**config.mk**
```make
export PLATFORM = sky130hd
export DESIGN_NAME = updown_count_tracker
export DESIGN_NICKNAME = d
export VERILOG_FILES = /design/src/rtl/updown_count_tracker.sv
export SDC_FILE = /design/constraint.sdc
export NUM_CORES = 1
export LEC_CHECK = 0
export CAP_MARGIN = 20
export CORE_MARGIN = 4
export CORE_UTILIZATION = 30
export DETAILED_ROUTE_END_ITERATION = 8
export HOLD_SLACK_MARGIN = 0.02
export PLACE_DENSITY = 0.59
export SYNTH_ARGS = -nofsm -noshare
export SYNTH_HDL_FRONTEND = slang
export SYNTH_SLANG_ARGS = --single-unit
```
**constraint.sdc**
```tcl
create_clock -name clc -period 2.45 [get_ports clc]
set_input_delay 0.49 -clock clc [delete_from_list [all_inputs] [get_ports clc]]
set_output_delay 0.49 -clock clc [all_outputs]
set_load 0.03 [all_outputs]
```
**src/rtl/updown_count_tracker.sv**
```systemverilog
// Receive-side checker for an N-bit up/down counter bus: predicts each next count,
// flags mismatches and wraps, and drops lock after MISS_LIMIT consecutive misses.
// Optional macro UDC_TRACK_HOLD_EN: a repeated sample (stalled counter) counts as a match.
module updown_count_tracker #(
    parameter int N          = 4,
    parameter int MISS_LIMIT = 3,
    parameter int ERR_W      = 8
) (
    input  logic             clc,
    input  logic             rst,
    input  logic             s,
    input  logic [N-1:0]     q_in,
    output logic             locked,
    output logic             err,
    output logic             wrap_up,
    output logic             wrap_dn,
    output logic             fault,
    output logic [ERR_W-1:0] err_cnt
);

    typedef enum logic {
        SYNC  = 1'b0,
        TRACK = 1'b1
    } state_t;

    localparam logic [3:0]       MISS_LIMIT_W = 4'(MISS_LIMIT);
    localparam logic [ERR_W-1:0] ERR_MAX      = '1;
    localparam logic [N-1:0]     Q_MAX        = '1;

    state_t           state_q, state_d;
    logic [N-1:0]     q_prev_q, q_prev_d;
    logic             s_prev_q, s_prev_d;
    logic [3:0]       miss_q, miss_d;
    logic             locked_q, locked_d;
    logic             err_q, err_d;
    logic             wrap_up_q, wrap_up_d;
    logic             wrap_dn_q, wrap_dn_d;
    logic             fault_q, fault_d;
    logic [ERR_W-1:0] err_cnt_q, err_cnt_d;

    logic [N-1:0]     exp_val;
    logic [3:0]       miss_inc;

    // Prediction uses the mode registered at the previous edge, so mode changes lag one cycle.
    assign exp_val  = s_prev_q ? (q_prev_q - 1'b1) : (q_prev_q + 1'b1);
    assign miss_inc = miss_q + 4'd1;

    always_comb begin
        state_d   = state_q;
        q_prev_d  = q_prev_q;
        s_prev_d  = s_prev_q;
        miss_d    = miss_q;
        locked_d  = locked_q;
        err_d     = 1'b0;
        wrap_up_d = 1'b0;
        wrap_dn_d = 1'b0;
        fault_d   = fault_q;
        err_cnt_d = err_cnt_q;

        case (state_q)
            SYNC: begin
                q_prev_d = q_in;
                s_prev_d = s;
                miss_d   = '0;
                locked_d = 1'b1;
                state_d  = TRACK;
            end
            TRACK: begin
                q_prev_d = q_in;
                s_prev_d = s;
`ifdef UDC_TRACK_HOLD_EN
                if (q_in == q_prev_q) begin
                    miss_d = '0;
                end else
`endif
                if (q_in == exp_val) begin
                    miss_d    = '0;
                    wrap_up_d = !s_prev_q && (q_prev_q == Q_MAX);
                    wrap_dn_d = s_prev_q && (q_prev_q == '0);
                end else begin
                    err_d = 1'b1;
                    if (err_cnt_q != ERR_MAX) begin
                        err_cnt_d = err_cnt_q + 1'b1;
                    end
                    // Too many consecutive misses: give up and re-anchor on the next sample.
                    if (miss_inc == MISS_LIMIT_W) begin
                        locked_d = 1'b0;
                        fault_d  = 1'b1;
                        miss_d   = '0;
                        state_d  = SYNC;
                    end else begin
                        miss_d = miss_inc;
                    end
                end
            end
            default: begin
                state_d = SYNC;
            end
        endcase
    end

    always_ff @(posedge clc) begin
        if (rst) begin
            state_q   <= SYNC;
            q_prev_q  <= '0;
            s_prev_q  <= 1'b0;
            miss_q    <= '0;
            locked_q  <= 1'b0;
            err_q     <= 1'b0;
            wrap_up_q <= 1'b0;
            wrap_dn_q <= 1'b0;
            fault_q   <= 1'b0;
            err_cnt_q <= '0;
        end else begin
            state_q   <= state_d;
            q_prev_q  <= q_prev_d;
            s_prev_q  <= s_prev_d;
            miss_q    <= miss_d;
            locked_q  <= locked_d;
            err_q     <= err_d;
            wrap_up_q <= wrap_up_d;
            wrap_dn_q <= wrap_dn_d;
            fault_q   <= fault_d;
            err_cnt_q <= err_cnt_d;
        end
    end

    assign locked  = locked_q;
    assign err     = err_q;
    assign wrap_up = wrap_up_q;
    assign wrap_dn = wrap_dn_q;
    assign fault   = fault_q;
    assign err_cnt = err_cnt_q;

endmodule

```
==> summary.md <==
| Metric | Value |
|---|---|
| Outcome | finished, final reports clean |
| Buffer count from post-CTS setup fixing | 0 |
| Die X-Extent | 68.3 um |
| Number of fill cells in the layout | 357 |
| ANT nets after route | 0 |
| Crit Path Class | flop to flop |
| Mapped Cells | 116 |
| Post-synth EDFFs | 0 |
| Setup skew after layout | 0.000954 ns |
| Critical path arrival | 2.36 ns |
| First drt pass iteration count | 4 |
| Post-synthesis instance area | 1090 um2 |
| VDD IR-drop max | 0.416 mV |
| Wl on met1 | 947 um |
| Top cells by area in the synthesized netlist | sky130_fd_sc_hd__dfxtp_1, sky130_fd_sc_hd__nor2b_1, sky130_fd_sc_hd__ha_1 |
| TritonCTS clock tree | yes |
| Via density per instance | 4.44 |
| Net count reported at finish | 153 |
| Fin crit period | 2.15 ns |
| H-tree depth | 1 |
| Clock transition at the registers of the reported paths | 0.12 ns |
| Overflow after GRT | 0 |
| Average wire per cell in the routed design | 10.9 um |
| Pin count of the biggest net entering global routing | 17 |
| Area growth syn-to-layout | 25.9% |
| Slack of the worst reg-to-reg path | 0.30 ns |
| Total count of hold-check failures in the final report | 0 |
| Io pins | 20 |
| Data required time of the critical path | 2.66 ns |
| Worst-case headroom to the max-slew limit | 0.642 |
| Die area | 4670 um2 |
| Critical path peak fanout | 5 |
| Core ar. | 3420 um2 |
| Max Clock Freq | 465 MHz |
| CTS hold repair buffers | 0 |
| Insertion delay of the later-clocked pin in the worst-skew pair | 0.31 ns |
| Power per cell area | 508 nW/um2 |
| Number of sinks handled by clock tree synthesis | 23 |
| Post-synth ARST share | 0 |
| Number of distinct library cell variants in the gate-level netlist after synthesis | 28 |
| Post_cts resized | 0 |
| Detailed Route Iter0 Violations | 31 |
| Post-route clock period utilization | 0.878 |
| Top routing layer in use | met4 |
| First-pass GRT wire length | 3.65 mm |
| Most instantiated cells after synthesis | sky130_fd_sc_hd__dfxtp_1, sky130_fd_sc_hd__nor2b_1, sky130_fd_sc_hd__nor2_1, sky130_fd_sc_hd__nand2_1, sky130_fd_sc_hd__xnor2_1 |
| Input/output buffers | 19 |
| Syn Area/Cell | 9.41 um2 |
| Antenna violations before repair | 0 |
| Cell with the most instances after synthesis | sky130_fd_sc_hd__dfxtp_1 |
| Post-synthesis register bit count | 23 |
| Antenna cell count | 0 |
| Dominant synthesized flop cell | sky130_fd_sc_hd__dfxtp_1 |
| Slew of the pin with the lowest slew margin | 0.536 ns |
| Sequential cell area fraction in the yosys report | 0.422 |
| CP Capture Type | flop |
| Setup WS post-layout | 0.299 ns |
| Via count of the first global-routing pass | 869 |
| Aggregate negative setup slack | 0 ns |
| Yosys warns | 0 |
| Setup violation total in the final timing report | 0 |
| Final GP Congestion | 0.763 |
| Max-cap violations | 0 |
| Leakage power summed over all cells | 0.000557 uW |
| Total routing usage reported by global routing | 0.103 |
| Clock Tree Buf Depth | 2 |
| Via count | 821 |
| Placement-stage worst setup slack | 0.144 ns |
| Number of CTS-inserted buffers | 3 |
| Initial Util | 0.319 |
| Type of origin of the critical path | flop |
| Die height | 68.3 um |
| Fin. max-slew vios | 0 |
| Type of the most critical hold path | flop to flop |
| Met3 routed WL | 84 um |
| Met2 WL | 969 um |
| HPWL reported at the end of detailed placement | 1.65 mm |
| Number of nets in the synthesized netlist | 129 |
| Worst-case hold slack | 0.495 ns |
| Dominant cell type by area after synthesis | sky130_fd_sc_hd__dfxtp_1 |
| DRC violation count after routing | 0 |
| Area share of the largest cell type after synthesis | 0.422 |
| RSZ-0062 raised after global routing | no |
| Wire length after detailed routing | 2.02 mm |
| Site row count | 21 |
| Ratio of cells with drive above 1 in the final layout | 0.0791 |
| Root buffer selected by CTS | sky130_fd_sc_hd__clkbuf_4 |
-- final timing paths --
kind,from,end,cells past startpoint
worst min-delay path,q_prev_q[2],wrap_dn,1
worst min register to register,q_prev_q[2],wrap_dn,1
worst max register to register,q_prev_q[0],err_cnt[4],7
worst max-delay path,q_prev_q[0],err_cnt[4],7
-- cells in the final DEF (no fill, tap or decap), types with 3 or more instances in the layout --
| master | instances |
|---|---|
| sky130_fd_sc_hd__inv_1 | 6 |
| sky130_fd_sc_hd__nand2_1 | 7 |
| sky130_fd_sc_hd__clkdlybuf4s50_1 | 19 |
| sky130_fd_sc_hd__nor2b_1 | 14 |
| sky130_fd_sc_hd__mux2_1 | 5 |
| sky130_fd_sc_hd__nor2_1 | 12 |
| sky130_fd_sc_hd__nor3_1 | 5 |
| sky130_fd_sc_hd__clkbuf_4 | 3 |
| sky130_fd_sc_hd__ha_1 | 5 |
| sky130_fd_sc_hd__nand2b_1 | 4 |
| sky130_fd_sc_hd__dfxtp_1 | 23 |
| sky130_fd_sc_hd__xor2_1 | 3 |
| sky130_fd_sc_hd__and3_1 | 5 |
| sky130_fd_sc_hd__xnor2_1 | 7 |
-- metrics by stage --
stage / std cells / power (uW) / cell area, um2 / util
finish: 185 / 698 / 1370 / 0.402
CTS: 185 / 711 / 1370 / 0.402
global route: 185 / 737 / 1370 / 0.402
detailed placement: 181 / 535 / 1350 / 0.394
floorplan: 116 / 491 / 1090 / -
global placement: 181 / 530 / 1350 / 0.394
-- cell families (layout without fill, tap and decap cells) --
| family | after synthesis | count (layout) | synth area share |
|---|---|---|---|
| DFF | 23 | 23 | 0.422 |
| adders and majority gates | 6 | 6 | 0.0757 |
| and+or+nand+nor | 55 | 55 | 0.275 |
| AOI/OAI and AO/OA | 7 | 7 | 0.0482 |
| muxes | 7 | 7 | 0.0711 |
| buffers and inverters | 8 | 31 | 0.0275 |
| xor gates and xnor gates | 10 | 10 | 0.0803 |
-- per-layer routing --
| layer | track usage | vias up |
|---|---|---|
| met4 | 0.0298 | 0 |
| met3 | 0.0312 | 2 |
| met5 | 0 | - |
| met1 | 0.127 | 374 |
| li1 | - | 430 |
| met2 | 0.173 | 15 |
-- critical path, cell delays in order (launching register included) --
cell	delay (ns)
sky130_fd_sc_hd__dfxtp_1	0.42
sky130_fd_sc_hd__inv_1	0.09
sky130_fd_sc_hd__fa_1	0.50
sky130_fd_sc_hd__xnor2_1	0.21
sky130_fd_sc_hd__nor3_2	0.08
sky130_fd_sc_hd__a21oi_2	0.22
sky130_fd_sc_hd__nor3b_2	0.21
sky130_fd_sc_hd__mux2_1	0.32
-- state kept, by name, indices dropped and copies added, names as in the netlist --
name / cells
miss_q: 4
err_cnt: 8
state_q: 1
wrap_up: 1
err: 1
s_prev_q: 1
q_prev_q: 4
fault: 1
locked: 1
wrap_dn: 1
-- power breakdown --
part / switching (uW) / leakage (uW) / internal [uW]
clock network: 112 / 0.0000177 / 61.0
registers: 14.2 / 0.000188 / 390
logic: 62.5 / 0.000351 / 58.8
total: 189 / 0.000557 / 509
-- layout make-up --
class	count	area (um2)	share of cell area
clock buffer	3	22.5	0.0164
clock inverter	1	5.00	0.00364
inverter	6	22.5	0.0164
multi-input combinational	85	601	0.437
sequential	23	460	0.335
tap	46	57.6	0.0419
timing repair buffer	21	205	0.149
(Power assumes the default switching activity.)
